`config.mk`:
```
export PLATFORM = sky130hd
export DESIGN_NAME = mem_port_arbiter_flat
export DESIGN_NICKNAME = d
export VERILOG_FILES = /design/src/rtl/mem_port_arbiter_pkg.sv /design/src/rtl/mem_port_arbiter_if.sv /design/src/rtl/mem_port_arbiter_timeout_counter.sv /design/src/rtl/mem_port_arbiter.sv /design/src/flat_wrapper.sv
export SDC_FILE = /design/constraint.sdc
export NUM_CORES = 1
export LEC_CHECK = 0
export BUFFER_PORTS_ARGS = -buffer_cell sky130_fd_sc_hd__buf_4
export CAP_MARGIN = 20
export CORE_MARGIN = 2
export CORE_UTILIZATION = 47
export DETAILED_ROUTE_END_ITERATION = 10
export PLACE_DENSITY = 0.85
export SYNTH_ARGS = -nofsm -noshare
export SYNTH_HDL_FRONTEND = slang
export SYNTH_SLANG_ARGS = --single-unit
```
`constraint.sdc`:
```
create_clock -name clk_i -period 5.63 [get_ports clk_i]
set_clock_uncertainty 0.15 [all_clocks]
set_input_delay 1.126 -clock clk_i [delete_from_list [all_inputs] [get_ports clk_i]]
set_output_delay 1.126 -clock clk_i [all_outputs]
set_load 0.05 [all_outputs]
```
`src/rtl/mem_port_arbiter_pkg.sv`:
```
// Shared types for the I/D main-memory port arbiter.
// Arbiter FSM states and requester identities.
package mem_arb_pkg;

  typedef enum logic [1:0] {
    ARB_IDLE,
    ARB_BUSY,
    ARB_RESP
  } arb_state_t;

  typedef enum logic {
    PORT_I,
    PORT_D
  } arb_port_t;

  function automatic arb_port_t other_port(
    input arb_port_t p
  );
    return (p == PORT_I) ? PORT_D : PORT_I;
  endfunction

endpackage

```
`src/rtl/mem_port_arbiter_if.sv`:
```
// Cache-side request/response and memory-side signals of the arbiter.
// slave: arbiter view; master: caches plus memory view.
interface mem_port_arbiter_if #(
  parameter int AW = 32,
  parameter int DW = 32
);

  logic          i_req_i;
  logic [AW-1:0] i_addr_i;
  logic          i_done_o;
  logic [DW-1:0] i_rdata_o;

  logic          d_req_i;
  logic          d_we_i;
  logic          d_byte_op_i;
  logic [AW-1:0] d_addr_i;
  logic [DW-1:0] d_wdata_i;
  logic          d_done_o;
  logic [DW-1:0] d_rdata_o;

  logic          err_o;

  logic          mem_req_o;
  logic          mem_we_o;
  logic          mem_byte_op_o;
  logic [AW-1:0] mem_addr_o;
  logic [DW-1:0] mem_wdata_o;
  logic          mem_ack_i;
  logic [DW-1:0] mem_rdata_i;

  modport slave (
    input  i_req_i, i_addr_i,
    input  d_req_i, d_we_i, d_byte_op_i,
    input  d_addr_i, d_wdata_i,
    input  mem_ack_i, mem_rdata_i,
    output i_done_o, i_rdata_o,
    output d_done_o, d_rdata_o,
    output err_o,
    output mem_req_o, mem_we_o,
    output mem_byte_op_o,
    output mem_addr_o, mem_wdata_o
  );

  modport master (
    output i_req_i, i_addr_i,
    output d_req_i, d_we_i, d_byte_op_i,
    output d_addr_i, d_wdata_i,
    output mem_ack_i, mem_rdata_i,
    input  i_done_o, i_rdata_o,
    input  d_done_o, d_rdata_o,
    input  err_o,
    input  mem_req_o, mem_we_o,
    input  mem_byte_op_o,
    input  mem_addr_o, mem_wdata_o
  );

endinterface

```
`src/rtl/mem_port_arbiter_timeout_counter.sv`:
```
// Watchdog for an outstanding memory request.
// expired_o flags the last allowed BUSY cycle.
module arb_timeout_counter #(
  parameter int TIMEOUT = 64
) (
  input  logic clk_i,
  input  logic rst_i,
  input  logic clear_i,
  input  logic enable_i,
  output logic expired_o
);

  localparam int CW = $clog2(TIMEOUT + 1);

  logic [CW-1:0] cnt;

  always_ff @(posedge clk_i or posedge rst_i) begin
    if (rst_i) begin
      cnt <= '0;
    end else if (clear_i) begin
      cnt <= '0;
    end else if (enable_i) begin
      cnt <= cnt + CW'(1);
    end
  end

  assign expired_o = enable_i &&
                     (cnt == CW'(TIMEOUT - 1));

endmodule

```
`src/rtl/mem_port_arbiter.sv`:
```
// Round-robin sharing of one memory port between I and D caches.
// IDLE -> BUSY (request on bus) -> RESP (done pulse) -> IDLE.
import mem_arb_pkg::*;

module mem_port_arbiter #(
  parameter int AW      = 32,
  parameter int DW      = 32,
  parameter int TIMEOUT = 64
) (
  input  logic            clk_i,
  input  logic            rst_i,
  mem_port_arbiter_if.slave bus
);

  arb_state_t state;
  arb_port_t  grant_id;
  arb_port_t  last_grant;
  arb_port_t  pick;
  logic       any_req;
  logic       timer_clr;
  logic       timer_en;
  logic       expired;

  assign any_req = bus.i_req_i | bus.d_req_i;

  // Tie goes to the side that did not win last time.
  always_comb begin
    pick = PORT_I;
    if (bus.i_req_i && bus.d_req_i) begin
      pick = other_port(last_grant);
    end else if (bus.d_req_i) begin
      pick = PORT_D;
    end
  end

  assign timer_clr = (state == ARB_IDLE) && any_req;
  assign timer_en  = (state == ARB_BUSY);

  arb_timeout_counter #(
    .TIMEOUT(TIMEOUT)
  ) u_timer (
    .clk_i    (clk_i),
    .rst_i    (rst_i),
    .clear_i  (timer_clr),
    .enable_i (timer_en),
    .expired_o(expired)
  );

  always_ff @(posedge clk_i or posedge rst_i) begin
    if (rst_i) begin
      state             <= ARB_IDLE;
      grant_id          <= PORT_I;
      last_grant        <= PORT_D;
      bus.mem_req_o     <= 1'b0;
      bus.mem_we_o      <= 1'b0;
      bus.mem_byte_op_o <= 1'b0;
      bus.mem_addr_o    <= '0;
      bus.mem_wdata_o   <= '0;
      bus.i_done_o      <= 1'b0;
      bus.d_done_o      <= 1'b0;
      bus.err_o         <= 1'b0;
      bus.i_rdata_o     <= '0;
      bus.d_rdata_o     <= '0;
    end else begin
      bus.i_done_o <= 1'b0;
      bus.d_done_o <= 1'b0;
      bus.err_o    <= 1'b0;
      case (state)
        ARB_IDLE: begin
          if (any_req) begin
            state         <= ARB_BUSY;
            grant_id      <= pick;
            last_grant    <= pick;
            bus.mem_req_o <= 1'b1;
            if (pick == PORT_D) begin
              bus.mem_we_o      <= bus.d_we_i;
              bus.mem_byte_op_o <= bus.d_byte_op_i;
              bus.mem_addr_o    <= bus.d_addr_i;
              bus.mem_wdata_o   <= bus.d_wdata_i;
            end else begin
              bus.mem_we_o      <= 1'b0;
              bus.mem_byte_op_o <= 1'b0;
              bus.mem_addr_o    <= bus.i_addr_i;
              bus.mem_wdata_o   <= '0;
            end
          end
        end
        ARB_BUSY: begin
          // Ack beats a coincident timeout.
          if (bus.mem_ack_i || expired) begin
            state         <= ARB_RESP;
            bus.mem_req_o <= 1'b0;
            bus.err_o     <= ~bus.mem_ack_i;
            bus.i_done_o  <= (grant_id == PORT_I);
            bus.d_done_o  <= (grant_id == PORT_D);
          end
          if (bus.mem_ack_i && !bus.mem_we_o) begin
            if (grant_id == PORT_I) begin
              bus.i_rdata_o <= bus.mem_rdata_i;
            end else begin
              bus.d_rdata_o <= bus.mem_rdata_i;
            end
          end
        end
        ARB_RESP: begin
          state <= ARB_IDLE;
        end
        default: begin
          state <= ARB_IDLE;
        end
      endcase
    end
  end

endmodule

```
`src/flat_wrapper.sv`:
```
// flat-port wrapper written by rule: the top's interface ports become plain ports
module mem_port_arbiter_flat 
#(
  parameter int AW      = 32,
  parameter int DW      = 32,
  parameter int TIMEOUT = 64
)
  (clk_i, rst_i, bus_i_req_i, bus_i_addr_i, bus_d_req_i, bus_d_we_i, bus_d_byte_op_i, bus_d_addr_i, bus_d_wdata_i, bus_mem_ack_i, bus_mem_rdata_i, bus_i_done_o, bus_i_rdata_o, bus_d_done_o, bus_d_rdata_o, bus_err_o, bus_mem_req_o, bus_mem_we_o, bus_mem_byte_op_o, bus_mem_addr_o, bus_mem_wdata_o);
  mem_port_arbiter_if #(.AW(AW), .DW(DW)) bus_i ();
  input  logic clk_i;
  input  logic rst_i;
  input wire logic [$bits(bus_i.i_req_i)-1:0] bus_i_req_i;
  input wire logic [$bits(bus_i.i_addr_i)-1:0] bus_i_addr_i;
  input wire logic [$bits(bus_i.d_req_i)-1:0] bus_d_req_i;
  input wire logic [$bits(bus_i.d_we_i)-1:0] bus_d_we_i;
  input wire logic [$bits(bus_i.d_byte_op_i)-1:0] bus_d_byte_op_i;
  input wire logic [$bits(bus_i.d_addr_i)-1:0] bus_d_addr_i;
  input wire logic [$bits(bus_i.d_wdata_i)-1:0] bus_d_wdata_i;
  input wire logic [$bits(bus_i.mem_ack_i)-1:0] bus_mem_ack_i;
  input wire logic [$bits(bus_i.mem_rdata_i)-1:0] bus_mem_rdata_i;
  output wire logic [$bits(bus_i.i_done_o)-1:0] bus_i_done_o;
  output wire logic [$bits(bus_i.i_rdata_o)-1:0] bus_i_rdata_o;
  output wire logic [$bits(bus_i.d_done_o)-1:0] bus_d_done_o;
  output wire logic [$bits(bus_i.d_rdata_o)-1:0] bus_d_rdata_o;
  output wire logic [$bits(bus_i.err_o)-1:0] bus_err_o;
  output wire logic [$bits(bus_i.mem_req_o)-1:0] bus_mem_req_o;
  output wire logic [$bits(bus_i.mem_we_o)-1:0] bus_mem_we_o;
  output wire logic [$bits(bus_i.mem_byte_op_o)-1:0] bus_mem_byte_op_o;
  output wire logic [$bits(bus_i.mem_addr_o)-1:0] bus_mem_addr_o;
  output wire logic [$bits(bus_i.mem_wdata_o)-1:0] bus_mem_wdata_o;
  assign bus_i.i_req_i = bus_i_req_i;
  assign bus_i.i_addr_i = bus_i_addr_i;
  assign bus_i.d_req_i = bus_d_req_i;
  assign bus_i.d_we_i = bus_d_we_i;
  assign bus_i.d_byte_op_i = bus_d_byte_op_i;
  assign bus_i.d_addr_i = bus_d_addr_i;
  assign bus_i.d_wdata_i = bus_d_wdata_i;
  assign bus_i.mem_ack_i = bus_mem_ack_i;
  assign bus_i.mem_rdata_i = bus_mem_rdata_i;
  assign bus_i_done_o = bus_i.i_done_o;
  assign bus_i_rdata_o = bus_i.i_rdata_o;
  assign bus_d_done_o = bus_i.d_done_o;
  assign bus_d_rdata_o = bus_i.d_rdata_o;
  assign bus_err_o = bus_i.err_o;
  assign bus_mem_req_o = bus_i.mem_req_o;
  assign bus_mem_we_o = bus_i.mem_we_o;
  assign bus_mem_byte_op_o = bus_i.mem_byte_op_o;
  assign bus_mem_addr_o = bus_i.mem_addr_o;
  assign bus_mem_wdata_o = bus_i.mem_wdata_o;
  mem_port_arbiter #(.AW(AW), .DW(DW), .TIMEOUT(TIMEOUT)) u_core (.clk_i(clk_i), .rst_i(rst_i), .bus(bus_i));
endmodule
```
==> metrics.md <==
| Metric | Value |
|---|---|
| Metal3 WL | `1320 um` |
| Initial antenna violation count | `0` |
| Final HPWL from detailed placement | `11200 um` |
| Maximum VDD drop | `0.467 mV` |
| Fillers | `812` |
| Compound-Gate Fraction of Synth Area | `0.0660` |
| Largest net degree at the start of global routing | `100` |
| Arr. time, crit path | `2.77 ns` |
| Cts repair resizes | `0` |
| Crit-path max cell delay | `0.72 ns` |
| Fin crit period | `2.63 ns` |
| Synth cell count leaders | `144 x dfrtp_1, 96 x mux2_2, 34 x a22o_1, 30 x mux2_4, 15 x buf_2` |
| Post-CTS Setup Bufs | `0` |
| Crit path max-delay family | `compound AO/OA/AOI/OAI gates` |
| Post-Synth Adder-Cell Area | `0.00212` |
| Final Net Count | `781` |
| CP Capture Type | `register` |
| Io pins | `269` |
| Pwr Density | `734 nW/um^2` |
| Vias/cell | `5.12` |
| Pre-antenna DRT Iters | `4` |
| Largest family of logic cells by synthesized area | `multiplexers` |
| Post-Syn Nets | `511` |
| Max Used Layer | `met5` |
| Largest area contributor in the netlist | `dfrtp_1` |
| CTS tree | `done` |
| First-pass GRT wire length | `23300 um` |
| Hold WS | `0.344 ns` |
| Setup CP Type | `in2reg` |
| Die area | `13500 um^2` |
| Main synth FF type | `dfrtp_1` |
| Top-count cell post-synth | `dfrtp_1` |
| Top cell by count, worst path | `buf_4` |
| RD Place Congestion | `0.730` |
| Core area | `12200 um^2` |
| Hold depth | `1` |
| Number of cells on the critical path | `5` |
| Register bit total from synthesis | `145` |
| Largest cells by area after synthesis | `dfrtp_1 61%, mux2_2 18%, mux2_4 7.6%` |
| Global route total overflow | `0` |
| Met1 Wirelength | `5710 um` |
| DRC viols | `0` |
| Setup TNS | `0 ns` |
| CTS root buf | `clkbuf_16` |
| Crit-path cells | `buf_4 > a21bo_2 > nor2_2 > buf_4 > a22o_1` |
| Worst Setup SP | `bus_d_req_i` |
| Post-synth cell types | `38` |
| Std-Cell Rows | `40` |
| Async set or reset register ratio after synthesis | `1.00` |
| EDFF count, synth | `0` |
| Proportion of synthesized area in mux cells | `0.265` |
| P&R area growth vs syn | `46.3%` |
| DR WL/cell | `18.5 um` |
| DIE HEIGHT | `116 um` |
| PortBufs | `268` |
| HP Class | `reg2reg` |
| Routed WL | `15200 um` |
| Slowest CP cell | `a21bo_2` |
| Max FO, Critical Path | `33` |
| Worst-Margin Slew | `0.956 ns` |
| RSZ-0062 raised after global routing | `no` |
| # hold bufs at CTS | `0` |
| Starting Density | `0.486` |
| Clock slew at reported path FFs | `0.06 ns` |
| Post-Syn Instances | `375` |
| Multi-input gate area | `2150 um^2` |
| Worst-Skew Late Latency | `0.41 ns` |
| DR WL met2 | `7980 um` |
| # Max-Cap Violations | `0` |
| Total clock sinks | `145` |
| H-tree depth | `4` |
| Max Slew Vio Count | `0` |
| Final antenna-violating net count | `0` |
| Share of layout cells above drive strength 1 | `0.666` |
| Rel. slew slack | `0.361` |
| Cell Area, Placed | `8040 um^2` |
| Diode count | `0` |
| Slack of the worst reg-to-reg path | `3.33 ns` |
| CTS Buffer Depth | `2` |
| Final Instance Area | `8650 um^2` |
| Post-Synth Simple-Gate Area | `0.0267` |
| Lkg Pwr | `0.00430 uW` |
| HP Start | `u_core.u_timer.cnt[5]$_DFFE_PP0P_` |
| Die width | `116 um` |
| 1st-iter DRT viols | `315` |
| Critical R2R Launch | `u_core.last_grant$_DFFE_PP1P_` |
| Vias in the first global route | `4455` |
| Max Freq | `380 MHz` |
| Post-synthesis xor/xnor area fraction | `0.00296` |
| Final hold violation count | `0` |
| Number of buffers created by CTS | `17` |
| Startpoint Class | `input port` |
| Outcome | `complete, no violations` |
| Syn avg cell area | `15.8 um^2` |
| Gr usage total | `0.228` |
| R2R cell count | `4` |
| Synth top area share | `0.610` |
| Part of the cycle the worst path needs | `0.468` |
| Seq/Total Area, Yosys | `0.614` |
| Final setup fails | `0` |
| Ys Warns | `0` |
| DR vias | `4220` |
| FF+latch area | `3630 um^2` |
| CP bufs+invs | `2` |
| Worst EP required | `5.77 ns` |
| Mapped cell area | `5910 um^2` |
## cell usage in the layout, fill, tap and decap left out, drive strengths merged, types with 3 or more instances in the layout
cell type	n
clkinvlp	4
nor2	4
buf	273
clkbuf	21
mux2	128
o21ai	5
a22o	34
or2	3
nor3	3
dfrtp	144
clkinv	3
nand2	4
## layer usage
metal | GRT usage | vias up
met1 | 0.269 | 2093
met3 | 0.0856 | 18
met2 | 0.392 | 209
met5 | 0 | -
li1 | - | 1898
met4 | 0.0667 | 2
## sequential cells by signal (all words and copies together) (netlist names), 2 cells and up
register	count
u_core.u_timer.cnt	7
u_core.bus.i_rdata_o	32
u_core.state	2
u_core.bus.d_rdata_o	32
u_core.bus.mem_addr_o	32
u_core.bus.mem_wdata_o	32
## path summary, 6_finish.rpt
kind | endpoint
max | u_core.bus.mem_wdata_o[9]$_DFFE_PP0P_
min | u_core.u_timer.cnt[5]$_DFFE_PP0P_
max reg2reg | u_core.bus.mem_wdata_o[9]$_DFFE_PP0P_
min reg2reg | u_core.u_timer.cnt[5]$_DFFE_PP0P_
max in group asynchronous | u_core.bus.i_rdata_o[12]$_DFFE_PP0P_
min in group asynchronous | u_core.bus.d_rdata_o[5]$_DFFE_PP0P_
## per-stage QoR
stage	power, uW	std cells	util	worst slack (ns)
2_1_floorplan	4200	375	-	0.461
3_3_place_gp	5150	793	0.661	2.53
3_5_place_dp	5260	793	0.661	2.43
4_1_cts	6370	823	0.709	2.86
5_1_grt	6620	824	0.711	2.88
6_report	6350	824	0.711	3.00
## area by class of cell
| cell class | count | share of cell area |
|---|---|---|
| Clock buffer | 21 | 0.0544 |
| Timing Repair Buffer | 273 | 0.239 |
| Tap cell | 168 | 0.0243 |
| Sequential cell | 145 | 0.420 |
| Inverter | 2 | 0.00145 |
| Multi-Input combinational cell | 206 | 0.248 |
| Clock inverter | 9 | 0.0126 |
## power by group
group,internal (uW),switching [uW]
Clock,681,412
Sequential,1520,310
Combinational,1210,2210
Total,3420,2930
## kinds of logic (layout without fill, tap and decap cells)
kind of cell	Yosys count	count (layout)
AND/OR/NAND/NOR	26	26
AO/OA/AOI/OAI	48	48
flip-flops	145	145
multiplexers	129	129
buffers and inverters	24	305
XOR/XNOR	2	2
adder cells (fa/ha/maj)	1	1
Power figures use the tool's default switching activity.
